`src/rtl/bus_arbiter_pkg.sv`:
```
// bus_arbiter_pkg: shared bus select encodings and arbiter state codes
package bus_arbiter_pkg;
    localparam logic [1:0] SEL_NONE = 2'b00;
    localparam logic [1:0] SEL_M1   = 2'b01;
    localparam logic [1:0] SEL_M2   = 2'b10;
    typedef enum logic [1:0] {
        IDLE   = SEL_NONE,
        OWN_M1 = SEL_M1,
        OWN_M2 = SEL_M2
    } state_t;
endpackage

```
`src/rtl/arb_hold_counter.sv`:
```
// arb_hold_counter: clearable tenure counter that saturates at its terminal count
module arb_hold_counter #(
    parameter int         W      = 8,
    parameter logic [W-1:0] TC_VAL = 8'd15
) (
    input  logic         clk,
    input  logic         rst,
    input  logic         clr,
    input  logic         en,
    output logic [W-1:0] cnt,
    output logic         tc
);
    assign tc = cnt == TC_VAL;
    always_ff @(posedge clk) begin
        if (rst || clr) cnt <= '0;
        else if (en && !tc) cnt <= cnt + 1'b1;
    end
endmodule

```
`src/rtl/bus_arbiter.sv`:
```
// bus_arbiter: two-master bus arbiter with alternating priority, hold-time preemption and locked tenures
module bus_arbiter
    import bus_arbiter_pkg::*;
#(
    parameter int MAX_HOLD   = 16,
    parameter bit DEFAULT_M1 = 1'b1
) (
    input  logic       CLK,
    input  logic       RST,
    input  logic       HBUSREQ_1,
    input  logic       HBUSREQ_2,
    input  logic       HLOCK_1,
    input  logic       HLOCK_2,
    input  logic       HREADY,
    output logic       HGRANT_1,
    output logic       HGRANT_2,
    output logic [1:0] SEL,
    output logic       HMASTLOCK
);
    state_t     state, nxt;
    logic       prio_m1, lock_nxt, tc;
    logic [7:0] cnt;
    assign SEL      = state;
    assign HGRANT_1 = state == OWN_M1;
    assign HGRANT_2 = state == OWN_M2;
    always_comb begin
        nxt = state;
        if (HREADY) begin
            unique case (state)
                IDLE:    nxt = (HBUSREQ_1 && (!HBUSREQ_2 || prio_m1)) ? OWN_M1 : HBUSREQ_2 ? OWN_M2 : IDLE;
                OWN_M1:  nxt = !HBUSREQ_1 ? (HBUSREQ_2 ? OWN_M2 : IDLE) :
                               (HBUSREQ_2 && !HLOCK_1 && tc) ? OWN_M2 : OWN_M1;
                OWN_M2:  nxt = !HBUSREQ_2 ? (HBUSREQ_1 ? OWN_M1 : IDLE) :
                               (HBUSREQ_1 && !HLOCK_2 && tc) ? OWN_M1 : OWN_M2;
                default: nxt = IDLE;
            endcase
        end
        lock_nxt = nxt == OWN_M1 ? HLOCK_1 : nxt == OWN_M2 ? HLOCK_2 : 1'b0;
    end
    always_ff @(posedge CLK) begin
        if (RST) begin
            state     <= IDLE;
            prio_m1   <= DEFAULT_M1;
            HMASTLOCK <= 1'b0;
        end else if (HREADY) begin
            state     <= nxt;
            prio_m1   <= nxt == OWN_M1 ? 1'b0 : nxt == OWN_M2 ? 1'b1 : prio_m1;
            HMASTLOCK <= lock_nxt;
        end
    end
    arb_hold_counter #(.W(8), .TC_VAL(8'(MAX_HOLD - 1))) u_hold (
        .clk(CLK),
        .rst(RST),
        .clr(HREADY && nxt != state),
        .en (HREADY && state != IDLE),
        .cnt(cnt),
        .tc (tc)
    );
endmodule

```
`config.mk`:
```
export PLATFORM = sky130hd
export DESIGN_NAME = bus_arbiter
export DESIGN_NICKNAME = d
export VERILOG_FILES = /design/src/rtl/bus_arbiter_pkg.sv /design/src/rtl/arb_hold_counter.sv /design/src/rtl/bus_arbiter.sv
export SDC_FILE = /design/constraint.sdc
export NUM_CORES = 1
export LEC_CHECK = 0
export ABC_CLOCK_PERIOD_IN_PS = 2600
export CORE_UTILIZATION = 52
export CTS_CLUSTER_DIAMETER = 150
export CTS_CLUSTER_SIZE = 12
export DETAILED_ROUTE_END_ITERATION = 12
export PLACE_DENSITY = 0.77
export SETUP_SLACK_MARGIN = 0.2
export SLEW_MARGIN = 20
export SYNTH_ARGS = -nofsm -noshare
export SYNTH_HDL_FRONTEND = slang
export SYNTH_SLANG_ARGS = --single-unit
```
`constraint.sdc`:
```
create_clock -name CLK -period 2.6 [get_ports CLK]
set_clock_uncertainty 0.15 [all_clocks]
set_input_delay 0.39 -clock CLK [delete_from_list [all_inputs] [get_ports CLK]]
set_output_delay 0.39 -clock CLK [all_outputs]
set_load 0.05 [all_outputs]
```
Word level (Yosys, flattened, before mapping)

Index checks and enable logic that the tools add are counted.

Register bits: 12
Logic and storage cells: 42
Input bits: 7
Output and inout port bits: 5

Mux-type cells: 13
Add/subtract/negate cells: 1
Equal/unequal tests: 6
Reductions and logical operators: 18

Operators with widths:

| operator                                                               | count |
|---|---|
| 2-bit two-way mux                                                      | 7 |
| 8-bit by 1-bit adder with 8-bit output (second input constant)         | 1 |
| 8-bit by 4-bit equality test with 1-bit output (second input constant) | 1 |
| 1-bit logical AND                                                      | 8 |
| 2-bit one-hot mux with 3 select lines                                  | 1 |
| 1-bit two-way mux                                                      | 5 |
| 2-bit by 1-bit equality test with 1-bit output (second input constant) | 2 |
| 2-bit equality test (second input constant)                            | 2 |
| 1-bit logical NOT                                                      | 4 |
| 2-bit nonzero test                                                     | 2 |
| 2-bit logical NOT                                                      | 1 |
| 1-bit logical OR                                                       | 2 |
| 2-bit inequality test                                                  | 1 |
| 2-bit AND reduction                                                    | 1 |

Longest topological paths before layout

Gate-level depths: netlist of the first run.

Word-level depth: 10
Mapped depth: 11

By module

From an unflattened synthesis of the first run, not the netlist that was laid out.

Cell total of the unflattened synthesis: 95
Area, all modules: 770.7 um^2

Modules (own cells, without submodules):

| module           | area each (um^2) | seq. area each (um^2) | cells an instance | times used |
|---|---|---|---|---|
| arb_hold_counter | 414.1            | 160.2                 | 48                | 1 |
| bus_arbiter      | 356.6            | 80.1                  | 47                | 1 |

Worst setup path before layout of the first run

OpenSTA, ideal clock, no wires.

Path type: register -> register
Start: reg state[1], in the netlist SEL[1]
End: reg prio_m1
Stages on the path, launching flop included: 8
Buffers on the path: 0
Setup slack: -0.421 ns
Period minus slack after synthesis: 3.021 ns
Required time: 2.330 ns
Data arrival time: 2.751 ns
Library setup time: 0.120 ns
Path through: dfxtp_1 inv_1 nor2_1 nand4b_1 and3_1 ha_1 nand2b_1 a211o_1

Word-level cells in the longest chain between the ends: 6

Ends and longest elaborated chain:

| what                                                                                         | line              | RTL |
|---|---|---|
| start: declaration                                                                           | bus_arbiter.sv:20 | `state_t state, nxt;` |
| start signal: assignment                                                                     | bus_arbiter.sv:46 | `state <= nxt;` |
| 2-bit equality test (*)                                                                      | -                 |  |
| net HGRANT_2                                                                                 | bus_arbiter.sv:16 | `output logic HGRANT_2,` |
| 2-bit one-hot mux with 3 select lines (*)                                                    | bus_arbiter.sv:29 | `unique case (state)` |
| 2-bit two-way mux (*)                                                                        | bus_arbiter.sv:28 | `if (HREADY) begin` |
| 2-bit by 1-bit equality test with 1-bit output / 2-bit equality test (equally long branches) | bus_arbiter.sv:47 | `prio_m1 <= nxt == OWN_M1 ? 1'b0 : nxt == OWN_M2 ? 1'b1 : prio_m1;` |
| 2-bit nonzero test (no source line)                                                          | -                 |  |
| 2-bit AND reduction (no source line)                                                         | -                 |  |
| end signal: assignment                                                                       | bus_arbiter.sv:47 |  |
| end: declaration                                                                             | bus_arbiter.sv:21 | `logic prio_m1, lock_nxt, tc;` |

Mark *: on every way through the listed nets, which the timed path passes. The rest lies on a longest branch.
A chain may end at the register's enable or synchronous reset.

Final worst setup path of the first run

Start: reg u_hold.cnt[0]
End: reg prio_m1

Word-level cells in the longest chain between the ends: 9

Ends and longest elaborated chain:

| what                                                                                         | line                                 | RTL |
|---|---|---|
| start: declaration                                                                           | arb_hold_counter.sv:10               | `output logic [W-1:0] cnt,` |
| start signal: assignment                                                                     | arb_hold_counter.sv:16               | `else if (en && !tc) cnt <= cnt + 1'b1;` |
| 8-bit by 4-bit equality test with 1-bit output (*)                                           | arb_hold_counter.sv:13               | `assign tc = cnt == TC_VAL;` |
| 1-bit logical AND (on tied branches)                                                         | bus_arbiter.sv:34, bus_arbiter.sv:32 |  |
| 2-bit two-way mux (on tied branches)                                                         | bus_arbiter.sv:34, bus_arbiter.sv:32 |  |
| 2-bit two-way mux (on tied branches)                                                         | bus_arbiter.sv:33, bus_arbiter.sv:31 |  |
| 2-bit one-hot mux with 3 select lines (*)                                                    | bus_arbiter.sv:29                    |  |
| 2-bit two-way mux (*)                                                                        | bus_arbiter.sv:28                    |  |
| net nxt[1]                                                                                   | bus_arbiter.sv:20                    |  |
| 2-bit by 1-bit equality test with 1-bit output / 2-bit equality test (equally long branches) | bus_arbiter.sv:47                    |  |
| 2-bit nonzero test (no source line)                                                          | -                                    |  |
| 2-bit AND reduction (no source line)                                                         | -                                    |  |

Marks and branches as above.

==> impl_metrics.ini, run 1 <==
[clocking]
cts.sinks = 12
clk_pin_slew_ns = 0.08
cts_max_path_buffers = 2
cts-buffers-inserted = 3
htreeDepth = 1
cts_root_buf = clkbuf_4
tritoncts = yes
clkLatencyLatePin_ns = 0.28

[pwr]
p_comb_share_pct = 27.7
p_int_mw = 0.2976
cellPowerDensity_mw_per_mm2 = 402.4
p_sw_mw = 0.1414
power.leakage_nw = 0.3889
switching_share_pct = 32.20
p_clk_share_pct = 27.0
ir_worst_vdd_mv = 0.2994
pwr-share-seq_pct = 45.3

[sta]
final_hold_viol_count = 0
finalCriticalPeriod_ns = 2.420
tightest_slew_ns = 0.5036
slew_headroom_pct = 66.32
tns_ns = 0
setup_viol = 0
rsz0062_at_grt = no
fmax_mhz = 413.1
period_share_pct = 93.09
slew_viol_final = 0

[min_path]
holdPathEnd = HMASTLOCK$_SDFFE_PP0P_
hp-start = HMASTLOCK$_SDFFE_PP0P_
min_path_cells = 2
min_path_type = reg2reg

[synth]
synth_fp_nets = 104
yosys_warnings = 0
synth_common_cells = dfxtp_1, nor3_1, nand3_1, xnor2_1
seq_area_frac_synth_pct = 29.09
synth.most_common_cell = dfxtp_1
netlist_instances = 94
synthFlopType = dfxtp_1
synth_edf_count = 0
synth_seq_cells = 12
netlist.area_leader.share_pct = 29.09
avgSynthCellArea_sq_um = 8.785
yosys.area.top_type = dfxtp_1
synth_area_leaders = dfxtp_1, xnor2_1, nor3_1
synth_area_sq_um = 825.8
async_reset_ff_share_pct = 0
synth_cell_types = 36

[layout]
final_core_util_pct = 73.28
drive_gt1_share_pct = 25.86
area_growth_pct = 32.12
antenna_cells = 0
regArea_sq_um = 246.5
final_area_sq_mm = 0.001091
multi_input_area_sq_um = 580.6
n_fill_cell = 107
nNetsFinal = 128

[worst_setup_path]
setup.worst_path.start_class = flip-flop
worst_path_largest_cell_delay_ns = 0.40
arrival_ns = 2.45
path_delay_family = simple AND/OR/NAND/NOR gates
cp-end-kind = flip-flop
required_ns = 2.63
r2r_start = u_hold.cnt[0]$_SDFFE_PP0P_
path_class = reg2reg
regToRegEndpoint = prio_m1$_SDFFE_PP1P_
worstPathMaxFanout = 6
cp_num_buf_inv = 1
path_cells = ha_4 -> and4b_2 -> nand4_1 -> a211oi_4 -> inv_1 -> ha_1 -> nand2b_4 -> nor2_1 -> a211o_1
slowest_stage = dfxtp_1
ff2ff_setup_slack_ns = 0.18
reg2reg_depth = 9

[detailed_routing]
vias = 822
antenna_left = 0
drt_iter0_markers = 45
drt_pass1_iterations = 4
viasPerCell = 6.227
avgRoutedWirePerCell_um = 16.59
routed_wl_um = 2190
route.detailed.drc = 0

[place]
place_area_sq_mm = 0.001005
numPortBuffers = 11
gp_congestion = 0.8960
dp_hpwl_um = 1404

[global_route]
grt_pass1_wl_um = 3353
grt_pass1_vias = 783
grt_max_degree = 12
antenna_found_initial = 0
track_usage_pct = 25.05
grt.overflow.total = 0

[floorplan]
fp.coreArea_sq_mm = 0.001489
io_pins = 12
die_w_um = 41.85
die-height_um = 41.85
dieArea_sq_mm = 0.001751
start_util_pct = 55.46
rows = 14

[job]
drv_cap = 0

[outcome]
status = finished clean
[metrics by stage]
step | hold slack (ns) | power, mW | std cells | worst slack (ns)
global route | 0.4097 | 0.4636 | 132 | 0.08813
detailed placement | 0.3430 | 0.3129 | 126 | 0.01542
global placement | 0.3285 | 0.3106 | 126 | 0.08239
floorplan | 0.3020 | 0.2722 | 94 | 0.2666
finish | 0.3531 | 0.4390 | 132 | 0.1796
CTS | 0.3622 | 0.4267 | 129 | 0.2033
[kinds of logic after synthesis]
kind of cell    after synthesis  share of synthesized area [%]
flops                        12                          29.09
simple gates                 44                          33.94
xor+xnor                      7                          7.424
fa+ha+maj                     3                          4.546
compound gates               19                          18.48
buf+inv                       8                          5.303
mux                           1                          1.212
[power by group through the flow]
stage,Clock (mW),Combinational (mW),Sequential (mW)
4_1_cts,0.117,0.111,0.199
6_report,0.118,0.122,0.199
3_5_place_dp,0,0.110,0.203
2_1_floorplan,0,0.0618,0.210
3_3_place_gp,0,0.108,0.203
5_1_grt,0.133,0.131,0.200
[tightest hold or removal path, cell delays in order, from the launching register on]
cell and delay [ns]:
dfxtp_1 0.32, o21ai_0 0.07, nor2_1 0.08
[final cells by class]
cell class	count	share of cell area (%)
clock buffers	3	2.064
inverters	4	1.376
multi-input cells	74	53.21
flip-flops and latches	12	22.59
well taps	16	1.835
repair buffers	23	18.92
[flip-flops by register name, indices dropped and copies added, names as in the netlist]
| signal | count |
|---|---|
| prio_m1 | 1 |
| SEL | 2 |
| HMASTLOCK | 1 |
| u_hold.cnt | 8 |
[layout by cell type, fill, tap and decap left out, drive strengths merged]
cell and instances:
a21oi 2, a221oi 1, xnor2 7, mux2i 1, and3 3, a21boi 1
nand2b 4, and4b 1, o21ai 4, o211ai 1, clkdlybuf4s50 10, dfxtp 12
a211oi 6, a211o 1, nor4 3, buf 12, clkbuf 3, o2111ai 1
dlymetal6s2s 1, nor3 10, nor2b 4, nand3 7, nand4bb 1, and3b 1
ha 3, a31oi 2, nand2 3, and4 1, nor2 4, nand4 1
nand4b 1, inv 4
[worst max-delay path by stage]
stage,slack [ns],startpoint,depth (start not counted),end
detailed placement,0.02,HBUSREQ_2,8,prio_m1$_SDFFE_PP1P_
global placement,0.08,HBUSREQ_2,8,prio_m1$_SDFFE_PP1P_
floorplan,0.27,SEL[1]$_SDFFE_PP0P_,7,prio_m1$_SDFFE_PP1P_
CTS,0.20,u_hold.cnt[1]$_SDFFE_PP0P_,9,prio_m1$_SDFFE_PP1P_
finish,0.18,u_hold.cnt[0]$_SDFFE_PP0P_,9,prio_m1$_SDFFE_PP1P_
global route,0.09,u_hold.cnt[0]$_SDFFE_PP0P_,9,prio_m1$_SDFFE_PP1P_
[metal layers]
metal / GRT usage [%] / up-vias / wire [um]
li1: - / 398 / -
met1: 31.88 / 381 / 934
met2: 39.06 / 34 / 1050
met3: 5.652 / 9 / 138
met4: 13.55 / 0 / 66
met5: 0 / - / 0
[repair_timing]
item | in CTS | in global routing
setup buffers | 0 | 3
hold buffers | 0 | 0
resized for setup | 1 | 10
setup endpoints to repair | 1 | 2
pin swaps | 0 | 4
Note: power is estimated with default switching activity, not from simulation.
==> inputs of run 2 (changes only) <==
--- a/config.mk
+++ b/config.mk
@@ -6,8 +6,9 @@
 export NUM_CORES = 1
 export LEC_CHECK = 0
 export ABC_CLOCK_PERIOD_IN_PS = 2600
+export CORE_MARGIN = 1
 export CORE_UTILIZATION = 52
-export CTS_CLUSTER_DIAMETER = 150
+export CTS_CLUSTER_DIAMETER = 120
 export CTS_CLUSTER_SIZE = 12
 export DETAILED_ROUTE_END_ITERATION = 12
 export PLACE_DENSITY = 0.77
==> results of run 2 <==
Same layout as run 1: the final DEF is identical, and so are final timing and power.
==> inputs of run 3 (changes only) <==
--- a/config.mk
+++ b/config.mk
@@ -5,13 +5,16 @@
 export SDC_FILE = /design/constraint.sdc
 export NUM_CORES = 1
 export LEC_CHECK = 0
+export ABC_AREA = 1
 export ABC_CLOCK_PERIOD_IN_PS = 2600
 export CORE_MARGIN = 1
-export CORE_UTILIZATION = 52
+export CORE_UTILIZATION = 51
+export CTS_BUF_LIST = sky130_fd_sc_hd__clkbuf_16
 export CTS_CLUSTER_DIAMETER = 120
 export CTS_CLUSTER_SIZE = 12
 export DETAILED_ROUTE_END_ITERATION = 12
-export PLACE_DENSITY = 0.77
+export GPL_TIMING_DRIVEN = 0
+export PLACE_DENSITY = 0.76
 export SETUP_SLACK_MARGIN = 0.2
 export SLEW_MARGIN = 20
 export SYNTH_ARGS = -nofsm -noshare
==> impl_metrics.ini, run 3 <==
[pwr]
power.leakage_nw = 0.4059
ir_worst_vdd_mv = 0.3776
power_mw = 0.6065
cellPowerDensity_mw_per_mm2 = 613.6

[detailed_routing]
antenna_left = 0
drt_pass1_iterations = 4
avgRoutedWirePerCell_um = 12.46
vias = 721
drt_iter0_markers = 18
routed_wl_um = 1695
route.detailed.drc = 0
viasPerCell = 5.301

[clocking]
clk_pin_slew_ns = 0.05
cts-buffers-inserted = 3
htreeDepth = 1
clkLatencyLatePin_ns = 0.24
cts_setup_buffers = 0
cts_root_buf = clkbuf_16
ctsHoldBuffers = 0
tritoncts = yes
cts.sinks = 12
cts_max_path_buffers = 2

[worst_setup_path]
cp-end-kind = output pin
arrival_ns = 1.68
path_class = reg2out
slowest_stage = clkdlybuf4s50_1
worst_path_largest_cell_delay_ns = 0.80
worstPathMaxFanout = 6
setup.worst_path.start_class = flip-flop
required_ns = 2.06
path_cells = inv_1 -> nor2_4 -> clkdlybuf4s50_1

[floorplan]
start_util_pct = 56.26
die_w_um = 40.59
fp.coreArea_sq_mm = 0.001350
die-height_um = 40.59
rows = 13
io_pins = 12
dieArea_sq_mm = 0.001648

[synth]
netlist_instances = 106
avgSynthCellArea_sq_um = 7.165
synthFlopType = dfxtp_1
yosys.area.top_type = dfxtp_1
synth.most_common_cell = nor2_1
yosys_warnings = 0
synth_area_leaders = dfxtp_1, nor2_1, nand2_1
synth_edf_count = 0
synth_area_sq_um = 759.5
synth_cell_types = 25
synth_fp_nets = 116
synth_common_cells = nor2_1, nand2_1, inv_1
netlist.area_leader.share_pct = 31.63
synth_seq_cells = 12
async_reset_ff_share_pct = 0
seq_area_frac_synth_pct = 31.63

[outcome]
status = finished clean

[sta]
fmax_mhz = 451.3
final_hold_viol_count = 0
rsz0062_at_grt = no
finalCriticalPeriod_ns = 2.216
tns_ns = 0
slew_headroom_pct = 67.03
tightest_slew_ns = 0.4930
period_share_pct = 85.23
setup_viol = 0
slew_viol_final = 0

[layout]
final_cell_mix = nand2_1, nor2_1, inv_1
final_common_cell = nand2_1
final_core_util_pct = 73.22
antenna_cells = 0
area_growth_pct = 30.15
largest_reg_flops = 8
final_area_sq_um = 988.4
drive_gt1_share_pct = 15.70
nNetsFinal = 132
largest-register = u_hold.cnt
stdcell_count = 136

[place]
place_inst = 132
dp_hpwl_um = 1171
place_area_sq_um = 905.9
gp_congestion = 0.7775
numPortBuffers = 11

[min_path]
min_path_type = reg2reg

[global_route]
antenna_found_initial = 0
grt_pass1_wl_um = 2566
track_usage_pct = 24.77
grt.overflow.total = 0
grt_pass1_vias = 600
grt_max_degree = 9

[job]
drv_cap = 0
==> run 3: metal layers <==
metal  vias up  GRT usage [%]  share of wire, %
met4         0          12.50               1.7
met1       322          31.00                47
li1        376              -                 -
met3         5          6.667               4.0
met2        18          38.49                47
met5         -              0                 0
==> run 3: path summary, 6_finish.rpt <==
| check | startpoint | to | slack, ns | cells after the start |
|---|---|---|---|---|
| worst min register to register | prio_m1$_SDFFE_PP1P_ | prio_m1$_SDFFE_PP1P_ | 0.34 | 2 |
| worst max register to register | u_hold.cnt[0]$_SDFFE_PP0P_ | prio_m1$_SDFFE_PP1P_ | 0.39 | 13 |
| worst min-delay path | prio_m1$_SDFFE_PP1P_ | prio_m1$_SDFFE_PP1P_ | 0.34 | 2 |
| worst max-delay path | SEL[0]$_SDFFE_PP0P_ | HGRANT_1 | 0.38 | 3 |
==> run 3: final cells by class <==
cell class              instances  area, sq um
repair buffers                 11        107.6
inverters                      16        60.06
fillers                       103        361.6
well taps                      15        18.77
clock inverters                 1        3.754
flip-flops and latches         12        245.2
clock buffers                   3        75.07
multi-input cells              78        478.0
==> run 3: kinds of logic (layout without fill, tap and decap cells) <==
group / Yosys count / count (layout) / share of synthesized area (%)
flops: 12 / 12 / 31.63
buf+inv: 16 / 31 / 7.908
fa+ha+maj: 3 / 3 / 4.943
compound gates: 11 / 11 / 9.227
xor+xnor: 7 / 7 / 8.073
simple gates: 57 / 57 / 38.22
==> run 3: critical path: cells and delay by family (launching register included) <==
kind / cells / cell delay [ns]
buf+inv: 2 / 0.95
flops: 1 / 0.37
simple gates: 1 / 0.11
==> run 3: power breakdown <==
| part | total, mW | switching, mW | internal (mW) |
|---|---|---|---|
| Combinational | 0.122 | 0.0785 | 0.0430 |
| Sequential | 0.198 | 0.00624 | 0.192 |
| Clock | 0.287 | 0.0840 | 0.203 |
==> run 3: stage by stage <==
step                      hold slack, ns  setup WS (ns)
after detailed placement          0.3607       -0.09179
after global placement            0.3466       -0.02104
after floorplan                   0.3050         0.3158
final                             0.3359         0.3840
after CTS                         0.3686         0.2346
after global routing              0.3666         0.2196
==> run 3: what timing repair did <==
item	CTS	global route
gates cloned	0	0
endpoints found under the setup margin	1	1
gates resized for setup	2	6
pin swaps	1	3
